[src/rtl/fix_point_neuron_accumulator.sv]
// Sums NUM_INPUTS sign-magnitude products plus a bias in wide two's complement and
// returns a saturated sign-magnitude result. Define FXP_NEURON_RELU_EN to apply ReLU to the result.
module fix_point_neuron_accumulator #(
    parameter int N               = 16,
    parameter int FRACTIONAL_BITS = 13,
    parameter int NUM_INPUTS      = 4
) (
    input  logic         clk,
    input  logic         rst,
    input  logic         start,
    input  logic [N-1:0] bias,
    input  logic [N-1:0] prod,
    input  logic         prod_valid,
    input  logic         out_ready,
    output logic [N-1:0] sum,
    output logic         out_valid,
    output logic         overflow,
    output logic         busy
);

    localparam int ACC_W = N + 1 + $clog2(NUM_INPUTS + 1);
    localparam int CNT_W = (NUM_INPUTS > 1) ? $clog2(NUM_INPUTS) : 1;
    localparam logic [CNT_W-1:0] LAST_CNT = CNT_W'(NUM_INPUTS - 1);
    localparam logic [ACC_W-1:0] MAX_MAG  = ACC_W'((2 ** (N - 1)) - 1);

    typedef enum logic [1:0] {IDLE, ACCUM, BIAS, DONE} state_t;

    state_t                  state_q, state_d;
    logic signed [ACC_W-1:0] acc_q, acc_d;
    logic [CNT_W-1:0]        count_q, count_d;
    logic [N-1:0]            bias_q, bias_d;
    logic [N-1:0]            sum_q, sum_d;
    logic                    overflow_q, overflow_d;

    logic                    load;
    logic signed [ACC_W-1:0] final_v;
    logic [ACC_W-1:0]        final_mag;
    logic [N-1:0]            sat_word;
    logic                    sat_ovf;

    // Negative zero naturally maps to 0 since -0 == 0.
    function automatic logic signed [ACC_W-1:0] to_acc(input logic [N-1:0] x);
        logic signed [ACC_W-1:0] mag;
        mag = {{(ACC_W - N + 1){1'b0}}, x[N-2:0]};
        return x[N-1] ? -mag : mag;
    endfunction

    always_ff @(posedge clk) begin
        if (rst) begin
            state_q    <= IDLE;
            acc_q      <= '0;
            count_q    <= '0;
            bias_q     <= '0;
            sum_q      <= '0;
            overflow_q <= 1'b0;
        end else begin
            state_q    <= state_d;
            acc_q      <= acc_d;
            count_q    <= count_d;
            bias_q     <= bias_d;
            sum_q      <= sum_d;
            overflow_q <= overflow_d;
        end
    end

    always_comb begin
        state_d = state_q;
        case (state_q)
            IDLE:  if (start) state_d = ACCUM;
            ACCUM: if (prod_valid && count_q == LAST_CNT) state_d = BIAS;
            BIAS:  state_d = DONE;
            DONE:  if (out_ready) state_d = start ? ACCUM : IDLE;
            default: state_d = IDLE;
        endcase
    end

    // A handshake in DONE together with start restarts without passing through IDLE.
    assign load = start && ((state_q == IDLE) || (state_q == DONE && out_ready));

    always_comb begin
        final_v   = acc_q + to_acc(bias_q);
        final_mag = final_v[ACC_W-1] ? ACC_W'(-final_v) : ACC_W'(final_v);
        if (final_mag > MAX_MAG) begin
            sat_word = {final_v[ACC_W-1], {(N - 1){1'b1}}};
            sat_ovf  = 1'b1;
        end else begin
            sat_word = {final_v[ACC_W-1], final_mag[N-2:0]};
            sat_ovf  = 1'b0;
        end
    end

    always_comb begin
        acc_d      = acc_q;
        count_d    = count_q;
        bias_d     = bias_q;
        sum_d      = sum_q;
        overflow_d = overflow_q;
        if (load) begin
            acc_d   = '0;
            count_d = '0;
            bias_d  = bias;
        end else if (state_q == ACCUM && prod_valid) begin
            acc_d   = acc_q + to_acc(prod);
            count_d = count_q + 1'b1;
        end else if (state_q == BIAS) begin
            acc_d      = final_v;
            overflow_d = sat_ovf;
`ifdef FXP_NEURON_RELU_EN
            sum_d      = sat_word[N-1] ? '0 : sat_word;
`else
            sum_d      = sat_word;
`endif
        end
    end

    always_comb begin
        out_valid = (state_q == DONE);
        busy      = (state_q != IDLE);
        sum       = sum_q;
        overflow  = overflow_q;
    end

endmodule

[config.mk]
export PLATFORM = sky130hd
export DESIGN_NAME = fix_point_neuron_accumulator
export DESIGN_NICKNAME = d
export VERILOG_FILES = /design/src/rtl/fix_point_neuron_accumulator.sv
export SDC_FILE = /design/constraint.sdc
export NUM_CORES = 1
export LEC_CHECK = 0
export BUFFER_PORTS_ARGS = -buffer_cell sky130_fd_sc_hd__buf_4
export CORE_MARGIN = 4
export CORE_UTILIZATION = 56
export CTS_CLUSTER_DIAMETER = 80
export DETAILED_ROUTE_END_ITERATION = 8
export PLACE_DENSITY_LB_ADDON = 0.08
export SLEW_MARGIN = 0
export SYNTH_ARGS = -nofsm -noshare
export SYNTH_HDL_FRONTEND = slang
export SYNTH_SLANG_ARGS = --single-unit
export TNS_END_PERCENT = 100
[constraint.sdc]
create_clock -name clk -period 5.7 [get_ports clk]
set_input_delay 0.285 -clock clk [delete_from_list [all_inputs] [get_ports clk]]
set_output_delay 0.285 -clock clk [all_outputs]
set_load 0.05 [all_outputs]
==> reports/summary.txt, run 1 <==
Status -> finished, final reports clean
Critical Path Source Type -> register
Mapped Area -> 0.00546 sq mm
GP Congestion -> 0.997
Vias in the first global route -> 4651
Die Span Y -> 107 um
Largest family of logic cells by synthesized area -> compound AO/OA/AOI/OAI gates
Post-Synth XOR/XNOR Area -> 12.3%
Ys flop type -> dfxtp_1
Reg power frac -> 20.9%
Pin count of the biggest net entering global routing -> 37
Psw -> 1.44 mW
Post-Synth Adder-Cell Area -> 11.5%
CP required -> 5.89 ns
Complex-gate fraction of the synthesized area -> 26.9%
Delay-heaviest family, CP -> compound AO/OA/AOI/OAI gates
Critical Path Source -> bias_q[0]
Net Sw Frac -> 51.1%
CTS Buffer Depth -> 2
Wirelength, routed -> 14000 um
Worst Setup End Kind -> register
Crit Path Max Fanout -> 16
Reg2reg start -> bias_q[0]
Clock power frac -> 13.7%
Mean post-synth cell area -> 8.07 sq um
Int Pwr -> 1.38 mW
Post-CTS Hold Buffers -> 0
I/O pin cnt -> 56
Worst setup path class -> register to register
Crit-path cells -> inv_1 -> ha_1 -> nand3b_1 -> or2_2 -> o21ai_0 -> xnor2_1 -> ha_1 -> a21o_4 -> a31o_1 -> a21oi_1 -> a21oi_1 -> o32a_1 -> xnor2_1 -> buf_4 -> or4_4 -> mux2i_4 -> a311oi_2
Dominant cell type by area after synthesis -> dfxtp_1
Worst Max-Slew Pin Slew -> 1.20 ns
Synth warnings -> 0
Final setup fails -> 0
Slew HR -> 19.5%
Port bufs -> 55
Worst clock skew -> 0.0112 ns
CTS H-tree depth -> 3
Combinational power share -> 65.4%
Worst VDD drop -> 0.383 mV
Area Growth Syn to Fin -> 10.6%
DRT Pass-1 Iters -> 5
Mux cell area share after synthesis -> 2.98%
Starting density of the core -> 58.2%
Latest clock arrival within the worst-skew pair -> 0.35 ns
Fraction of layout cells with a size suffix above 1 -> 16.4%
RSZ-0062 raised after global routing -> false
CTS sink cnt -> 57
Clk slew on worst S/H paths -> 0.07 ns
Final setup TNS -> 0 ns
Slowest CP cell -> or4_4
WL/cell -> 16.5 um
Post-route design area -> 0.00604 sq mm
Sequential-to-total area share from yosys stat -> 20.9%
HP Class -> primary input to register
Clk Tree Root Cell -> clkbuf_8
Fmax -> 0.205 GHz
Pleak -> 2.47 nW
Post-CTS setup buffer count -> 0
Placeable Area -> 0.00937 sq mm
CTS Buf Count -> 9
Final Net Count -> 800
Post-synth top cells -> 80 x nand2_1, 68 x nor2_1, 62 x a21oi_1
Max Slew Vio Count -> 0
Distinct cells, synth -> 84
Via count -> 5021
CTS tree -> yes
Detail Placement HPWL -> 11100 um
Worst Path Buf+Inv -> 2
Syn Inst Count -> 676
Die ar. -> 0.0114 sq mm
Power per cell area -> 467 mW/mm^2
Detail Route Antenna Nets -> 0
Simple-Gate Fraction of Synth Area -> 20.1%
Largest cells by area after synthesis -> dfxtp_1 21%, ha_1 11%, xnor2_1 7.9%, a21oi_1 5.7%, nand2_1 5.5%
Gr usage total -> 24.6%
Mapped Nets -> 762
X dimension of the die -> 107 um
# diodes -> 0
Cts repair resizes -> 0
Area post-placement -> 0.00584 sq mm
Data arrival, critical path -> 5.07 ns
Most frequent cell after synthesis -> nand2_1
CP max stage delay -> 0.54 ns
Total power -> 2.82 mW
Initial DRC Count -> 226
Synth top area share -> 20.9%
Maxcap violations -> 0
First-pass GRT wire length -> 22500 um
Synth Register Bits -> 57
Asr flop ratio synth -> 0%
Total gr overflow -> 0
Vias per cell -> 5.92
Final Hold Vio Count -> 0
# fillers -> 867
Remaining DRCs -> 0
Worst Hold Launch -> bias[14]
Fin util -> 64.4%
Tcrit/Tclk final -> 85.5%
Final min period -> 4.88 ns
Floorplan row count -> 35
Initial antenna violation count -> 0
Post-synth EDFFs -> 0
-- power by group through the flow --
stage | registers (mW) | logic, mW | clock network, mW
detailed placement | 0.599 | 1.83 | 0
finish | 0.589 | 1.84 | 0.387
global placement | 0.596 | 1.79 | 0
floorplan | 0.676 | 1.39 | 0
global route | 0.602 | 2.02 | 0.412
CTS | 0.590 | 1.83 | 0.393
-- state kept, by name (all words and copies together) (netlist names) --
register / count
count_q: 2
bias_q: 16
acc_q: 20
sum: 16
overflow: 1
state_q: 2
-- cell usage in the layout, fill, tap and decap left out, types with 3 or more instances in the layout --
cell type / netlist / layout
nand2_1: 80 / 80
nor2_1: 68 / 68
a21oi_1: 62 / 62
dfxtp_1: 57 / 57
buf_4: 2 / 57
xnor2_1: 49 / 49
ha_1: 47 / 47
o21ai_0: 28 / 28
xor2_1: 22 / 22
inv_1: 21 / 21
a211oi_1: 19 / 19
mux2i_1: 14 / 14
a21o_1: 13 / 13
nand2b_1: 10 / 10
nand3_1: 10 / 10
o21a_1: 10 / 10
clkbuf_8: 4 / 10
nor3_1: 9 / 9
a311oi_2: 9 / 9
o31ai_1: 8 / 8
or2_2: 7 / 7
or3_1: 7 / 7
a31oi_1: 6 / 6
a311oi_1: 6 / 6
nand4_1: 5 / 5
o41ai_1: 4 / 4
and2_1: 4 / 4
o22ai_1: 4 / 4
a221oi_1: 4 / 4
nor3_2: 3 / 3
nand3b_1: 3 / 3
a211o_1: 3 / 3
o21bai_1: 3 / 3
-- final timing paths --
check             cells past startpoint  slack [ns]         end
setup / recovery                     17        0.82     sum[13]
setup reg to reg                     17        0.82     sum[13]
hold reg to reg                       2        0.47  count_q[1]
hold / removal                        3        0.18  bias_q[14]
-- cell type report --
type / count / area [sq um] / share of cell area, %
Clock buffer: 11 / 141 / 2.34
Timing Repair Buffer: 57 / 428 / 7.09
Sequential cell: 57 / 1140 / 18.9
Tap cell: 129 / 161 / 2.67
Clock inverter: 5 / 55.1 / 0.912
Multi-Input combinational cell: 567 / 4030 / 66.7
Inverter: 22 / 82.6 / 1.37
-- stage by stage --
step	cells	hold slack, ns	setup WS (ns)
final	848	0.179	0.824
after global routing	848	0.172	0.557
after CTS	848	0.169	0.847
after detailed placement	832	0.458	0.868
after global placement	832	0.446	1.08
after floorplan	676	0.421	1.69
-- worst register-to-register path: stages, from the launching register on --
cell      delay [ns]
dfxtp_1         0.36
inv_1           0.10
ha_1            0.20
nand3b_1        0.11
or2_2           0.33
o21ai_0         0.20
xnor2_1         0.16
ha_1            0.35
a21o_4          0.27
a31o_1          0.21
a21oi_1         0.18
a21oi_1         0.12
o32a_1          0.41
xnor2_1         0.23
buf_4           0.22
or4_4           0.54
mux2i_4         0.53
a311oi_2        0.21
-- layer usage --
layer	share of wire, %	vias to the layer above	global-route usage (%)
met4	3.0	0	10.0
met1	44	2356	30.2
li1	-	2530	-
met2	49	100	41.4
met5	0	-	0
met3	4.3	35	5.72
-- cell families after synthesis --
group | after synthesis
AO/OA/AOI/OAI | 203
XOR/XNOR | 74
adder cells (fa/ha/maj) | 49
buffers and inverters | 52
flip-flops | 57
multiplexers | 15
AND/OR/NAND/NOR | 226
Note: power is estimated with default switching activity, not from simulation.
==> inputs of run 2 (changes only) <==
--- a/config.mk
+++ b/config.mk
@@ -11,6 +11,7 @@
 export CTS_CLUSTER_DIAMETER = 80
 export DETAILED_ROUTE_END_ITERATION = 8
 export PLACE_DENSITY_LB_ADDON = 0.08
+export RECOVER_POWER = 100
 export SLEW_MARGIN = 0
 export SYNTH_ARGS = -nofsm -noshare
 export SYNTH_HDL_FRONTEND = slang
==> run 2 against run 1 <==
Setup slack got worse by 0.054 ns; sequential power about the same; clock skew about the same; sequential cell count unchanged; cell area decreased by 2.6%; worst hold slack got worse by 0.0013 ns; die area unchanged; combinational power decreased by 5%; power decreased by 3.2%; cell count unchanged; routed wire length increased by 0.38%.
==> reports/summary.txt, run 2 (same netlist as run 1, synthesis figures left out) <==
Wirelength, routed -> 14000 um
HP Class -> primary input to register
Most frequent cells in the layout -> 80 x nand2_1, 68 x nor2_1, 62 x a21oi_1
Placed insts -> 832
Worst Hold Launch -> bias[14]
Maxcap violations -> 0
Pin count of the biggest net entering global routing -> 37
DRT Pass-1 Iters -> 6
Fin util -> 62.7%
WL/cell -> 16.5 um
Latest clock arrival within the worst-skew pair -> 0.35 ns
CTS tree -> yes
Critical Path Source Type -> register
Vias in the first global route -> 4651
Initial DRC Count -> 258
Cell Count, Final, Fillers Out -> 848
Clk slew on worst S/H paths -> 0.07 ns
Final setup fails -> 0
Initial antenna violation count -> 0
Area Growth Syn to Fin -> 7.75%
Max reg flops -> 20
Max Slew Vio Count -> 0
Die ar. -> 0.0114 sq mm
CTS H-tree depth -> 3
GP Congestion -> 0.997
Tcrit/Tclk final -> 86.5%
Fraction of layout cells with a size suffix above 1 -> 11.8%
I/O pin cnt -> 56
Worst Hold Path Cells -> 3
# fillers -> 904
Pleak -> 2.37 nW
First-pass GRT wire length -> 22500 um
Crit Path Max Fanout -> 16
Detail Placement HPWL -> 11100 um
# diodes -> 0
Detail Route Antenna Nets -> 0
Worst VDD drop -> 0.355 mV
Cts repair resizes -> 0
X dimension of the die -> 107 um
CTS Buf Count -> 9
Gr usage total -> 24.6%
Final min period -> 4.93 ns
Setup WS post-layout -> 0.770 ns
Largest Register -> acc_q
Post-CTS Hold Buffers -> 0
Status -> finished, final reports clean
Worst clock skew -> 0.0115 ns
Starting density of the core -> 58.2%
Slew HR -> 20.0%
Floorplan row count -> 35
RSZ-0062 raised after global routing -> false
CTS sink cnt -> 57
Clk Tree Root Cell -> clkbuf_8
Worst Setup End Kind -> register
Final setup TNS -> 0 ns
Via count -> 5011
Total gr overflow -> 0
Port bufs -> 55
Remaining DRCs -> 0
Power per cell area -> 464 mW/mm^2
Critical Path Source -> bias_q[0]
Data arrival, critical path -> 5.13 ns
Dpl ws -> 0.868 ns
Placeable Area -> 0.00937 sq mm
Final Hold Vio Count -> 0
Worst Max-Slew Pin Slew -> 1.19 ns
CTS Buffer Depth -> 2
Fmax -> 0.203 GHz
CP required -> 5.90 ns
R2R depth -> 15
Final Net Count -> 800
Vias per cell -> 5.91
Reg2reg start -> bias_q[0]
Commonest non-fill, non-tap cell in the layout -> nand2_1
Post-CTS setup buffer count -> 0
Worst setup path class -> register to register
Die Span Y -> 107 um
run 2: worst max-delay path, cell delays in order, from the launching register on:
cell	delay, ns
dfxtp_1	0.41
inv_1	0.09
ha_1	0.29
nand2_1	0.07
o21ai_0	0.19
ha_1	0.36
a211oi_1	0.61
o21ai_0	0.29
nand4_1	0.20
a21oi_1	0.11
o32a_1	0.41
xnor2_1	0.23
clkbuf_1	0.25
or4_1	0.61
mux2i_4	0.47
a311oi_1	0.19
run 2: metrics by stage:
stage          hold WS (ns)  power [mW]  instance area, sq um
3_5_place_dp          0.458        2.42                  5840
5_1_grt               0.172        2.95                  5880
4_1_cts               0.169        2.82                  6040
3_3_place_gp          0.446        2.39                  5840
2_1_floorplan         0.421        2.06                  5460
6_report              0.178        2.73                  5880
run 2: final timing paths:
kind                              endpoint  slack, ns
worst min register to register  count_q[1]       0.47
worst max register to register     sum[13]       0.77
worst min-delay path            bias_q[14]       0.18
worst max-delay path               sum[13]       0.77
run 2: cell type report:
| cell class | instances | area [sq um] | share of cell area [%] |
|---|---|---|---|
| multi-input combinational | 567 | 3940 | 67.1 |
| clock buffer | 11 | 141 | 2.41 |
| timing repair buffer | 57 | 353 | 6.00 |
| clock inverter | 5 | 55.1 | 0.937 |
| inverter | 22 | 82.6 | 1.40 |
| tap | 129 | 161 | 2.75 |
| sequential | 57 | 1140 | 19.4 |
run 2: layer usage:
metal,wire [um],GRT usage [%],part of all wire (%)
met5,0,0,0
met4,417,10.0,3.0
met3,627,5.72,4.5
met2,6850,41.4,49
met1,6120,30.2,44
run 2: power by group:
group | internal (mW) | leakage (nW) | switching (mW)
registers | 0.493 | 0.464 | 0.0950
clock network | 0.212 | 0.0953 | 0.174
logic | 0.616 | 1.81 | 1.14
==> inputs of run 3 (changes only) <==
--- a/config.mk
+++ b/config.mk
@@ -8,6 +8,7 @@
 export BUFFER_PORTS_ARGS = -buffer_cell sky130_fd_sc_hd__buf_4
 export CORE_MARGIN = 4
 export CORE_UTILIZATION = 56
+export CTS_BUF_LIST = sky130_fd_sc_hd__clkbuf_8
 export CTS_CLUSTER_DIAMETER = 80
 export DETAILED_ROUTE_END_ITERATION = 8
 export PLACE_DENSITY_LB_ADDON = 0.08
==> run 3 against run 2 <==
Core utilization stayed put; sequential power hardly changed; combinational power hardly changed; global-route usage stayed put; setup slack better by 0.012 ns; via count hardly changed.
==> reports/summary.txt, run 3 (same netlist as run 1, synthesis figures left out) <==
Final min period -> 4.92 ns
Pleak -> 2.37 nW
Clock power frac -> 14.1%
CP required -> 5.90 ns
Die ar. -> 0.0114 sq mm
Final setup TNS -> 0 ns
Latest clock arrival within the worst-skew pair -> 0.35 ns
Worst Max-Slew Pin Slew -> 1.19 ns
Worst Setup EP -> sum[13]
Commonest non-fill, non-tap cell in the layout -> nand2_1
Tcrit/Tclk final -> 86.3%
R2R depth -> 15
Worst Setup End Kind -> register
CTS sink cnt -> 57
Status -> finished, final reports clean
Detail Route Antenna Nets -> 0
Worst Hold Path Cells -> 3
Total gr overflow -> 0
Multi-input gate area -> 0.00394 sq mm
GP Congestion -> 0.997
Cell Count, Final, Fillers Out -> 848
Vias in the first global route -> 4651
Post-CTS Hold Buffers -> 0
Fin util -> 62.7%
Final Hold Vio Count -> 0
X dimension of the die -> 107 um
Reg-to-reg endpoint -> sum[13]
Post-CTS setup buffer count -> 0
Max Slew Vio Count -> 0
Initial antenna violation count -> 0
Fmax -> 0.203 GHz
Worst hold margin -> 0.177 ns
Clk Tree Root Cell -> clkbuf_8
# diodes -> 0
Detail Placement HPWL -> 11100 um
Placed insts -> 832
Net Sw Frac -> 51.6%
Gr usage total -> 24.6%
Cts repair resizes -> 0
Final Net Count -> 800
Pin count of the biggest net entering global routing -> 37
Critical Path Source Type -> register
Fraction of layout cells with a size suffix above 1 -> 11.8%
Wirelength, routed -> 14000 um
Die Span Y -> 107 um
Clk slew on worst S/H paths -> 0.07 ns
Area post-placement -> 0.00584 sq mm
HP Class -> primary input to register
Worst VDD drop -> 0.353 mV
DRT Pass-1 Iters -> 6
CTS H-tree depth -> 3
Data arrival, critical path -> 5.11 ns
Slew HR -> 20.0%
Placeable Area -> 0.00937 sq mm
Worst clock skew -> 0.0116 ns
Post-route design area -> 0.00588 sq mm
WL/cell -> 16.5 um
Worst setup path class -> register to register
Critical Path Source -> bias_q[0]
Max reg flops -> 20
CTS tree -> yes
Reg area -> 0.00114 sq mm
I/O pin cnt -> 56
Area Growth Syn to Fin -> 7.75%
Crit Path Max Fanout -> 16
CTS Buffer Depth -> 2
Vias per cell -> 5.91
Initial DRC Count -> 258
First-pass GRT wire length -> 22500 um
Starting density of the core -> 58.2%
Via count -> 5013
RSZ-0062 raised after global routing -> false
R2r setup slk -> 0.78 ns
Final setup fails -> 0
Most frequent cells in the layout -> 80 x nand2_1, 68 x nor2_1, 62 x a21oi_1
# fillers -> 904
Combinational power share -> 64.3%
Reg2reg start -> bias_q[0]
Int Pwr -> 1.32 mW
Psw -> 1.41 mW
Maxcap violations -> 0
Remaining DRCs -> 0
Floorplan row count -> 35
Port bufs -> 55
Reg power frac -> 21.6%
Largest Register -> acc_q
Power per cell area -> 464 mW/mm^2
CTS Buf Count -> 9
-- run 3: cell count changes in the layout (fill, tap and decap cells not counted), sizes merged --
cell,delta
clkbuf,-1
inv,+1
-- run 3: how the worst min path moves through the flow --
stage / start / slack [ns] / to
2_1_floorplan: bias[1] / 0.42 / bias_q[1]
3_3_place_gp: count_q[1] / 0.45 / count_q[1]
3_5_place_dp: count_q[1] / 0.46 / count_q[1]
4_1_cts: bias[14] / 0.17 / bias_q[14]
5_1_grt: bias[15] / 0.17 / bias_q[15]
6_report: bias[14] / 0.18 / bias_q[14]
-- run 3: layer usage --
layer	track usage, %	wire [um]	vias up
li1	-	-	2525
met1	30.2	6130	2347
met2	41.4	6840	104
met3	5.72	627	37
met4	10.0	417	0
met5	0	0	-
-- run 3: cell type report --
cell class                      count  area share [%]
Multi-Input combinational cell    567            67.1
Sequential cell                    57            19.4
Timing Repair Buffer               57            6.00
Tap cell                          129            2.75
Clock buffer                       10            2.34
Inverter                           22            1.40
Clock inverter                      6            1.00
-- run 3: critical path, stage by stage (launching register included) --
cell and delay (ns):
dfxtp_1 0.41, inv_1 0.09, ha_1 0.29, nand2_1 0.07, o21ai_0 0.19, ha_1 0.36, a211oi_1 0.61, o21ai_0 0.29
nand4_1 0.20, a21oi_1 0.11, o32a_1 0.41, xnor2_1 0.23, clkbuf_1 0.25, or4_1 0.61, mux2i_4 0.47, a311oi_1 0.19
-- run 3: power groups by stage --
stage	clock network [mW]	logic (mW)	registers, mW
final	0.385	1.76	0.588
after global routing	0.410	1.93	0.600
after CTS	0.392	1.83	0.590
after detailed placement	0	1.83	0.599
after global placement	0	1.79	0.596
after floorplan	0	1.39	0.676
-- run 3: through the flow --
stage               power (mW)  worst slack (ns)
floorplan                 2.06              1.69
global placement          2.39              1.08
detailed placement        2.42             0.868
CTS                       2.81             0.847
global route              2.94             0.463
finish                    2.73             0.782
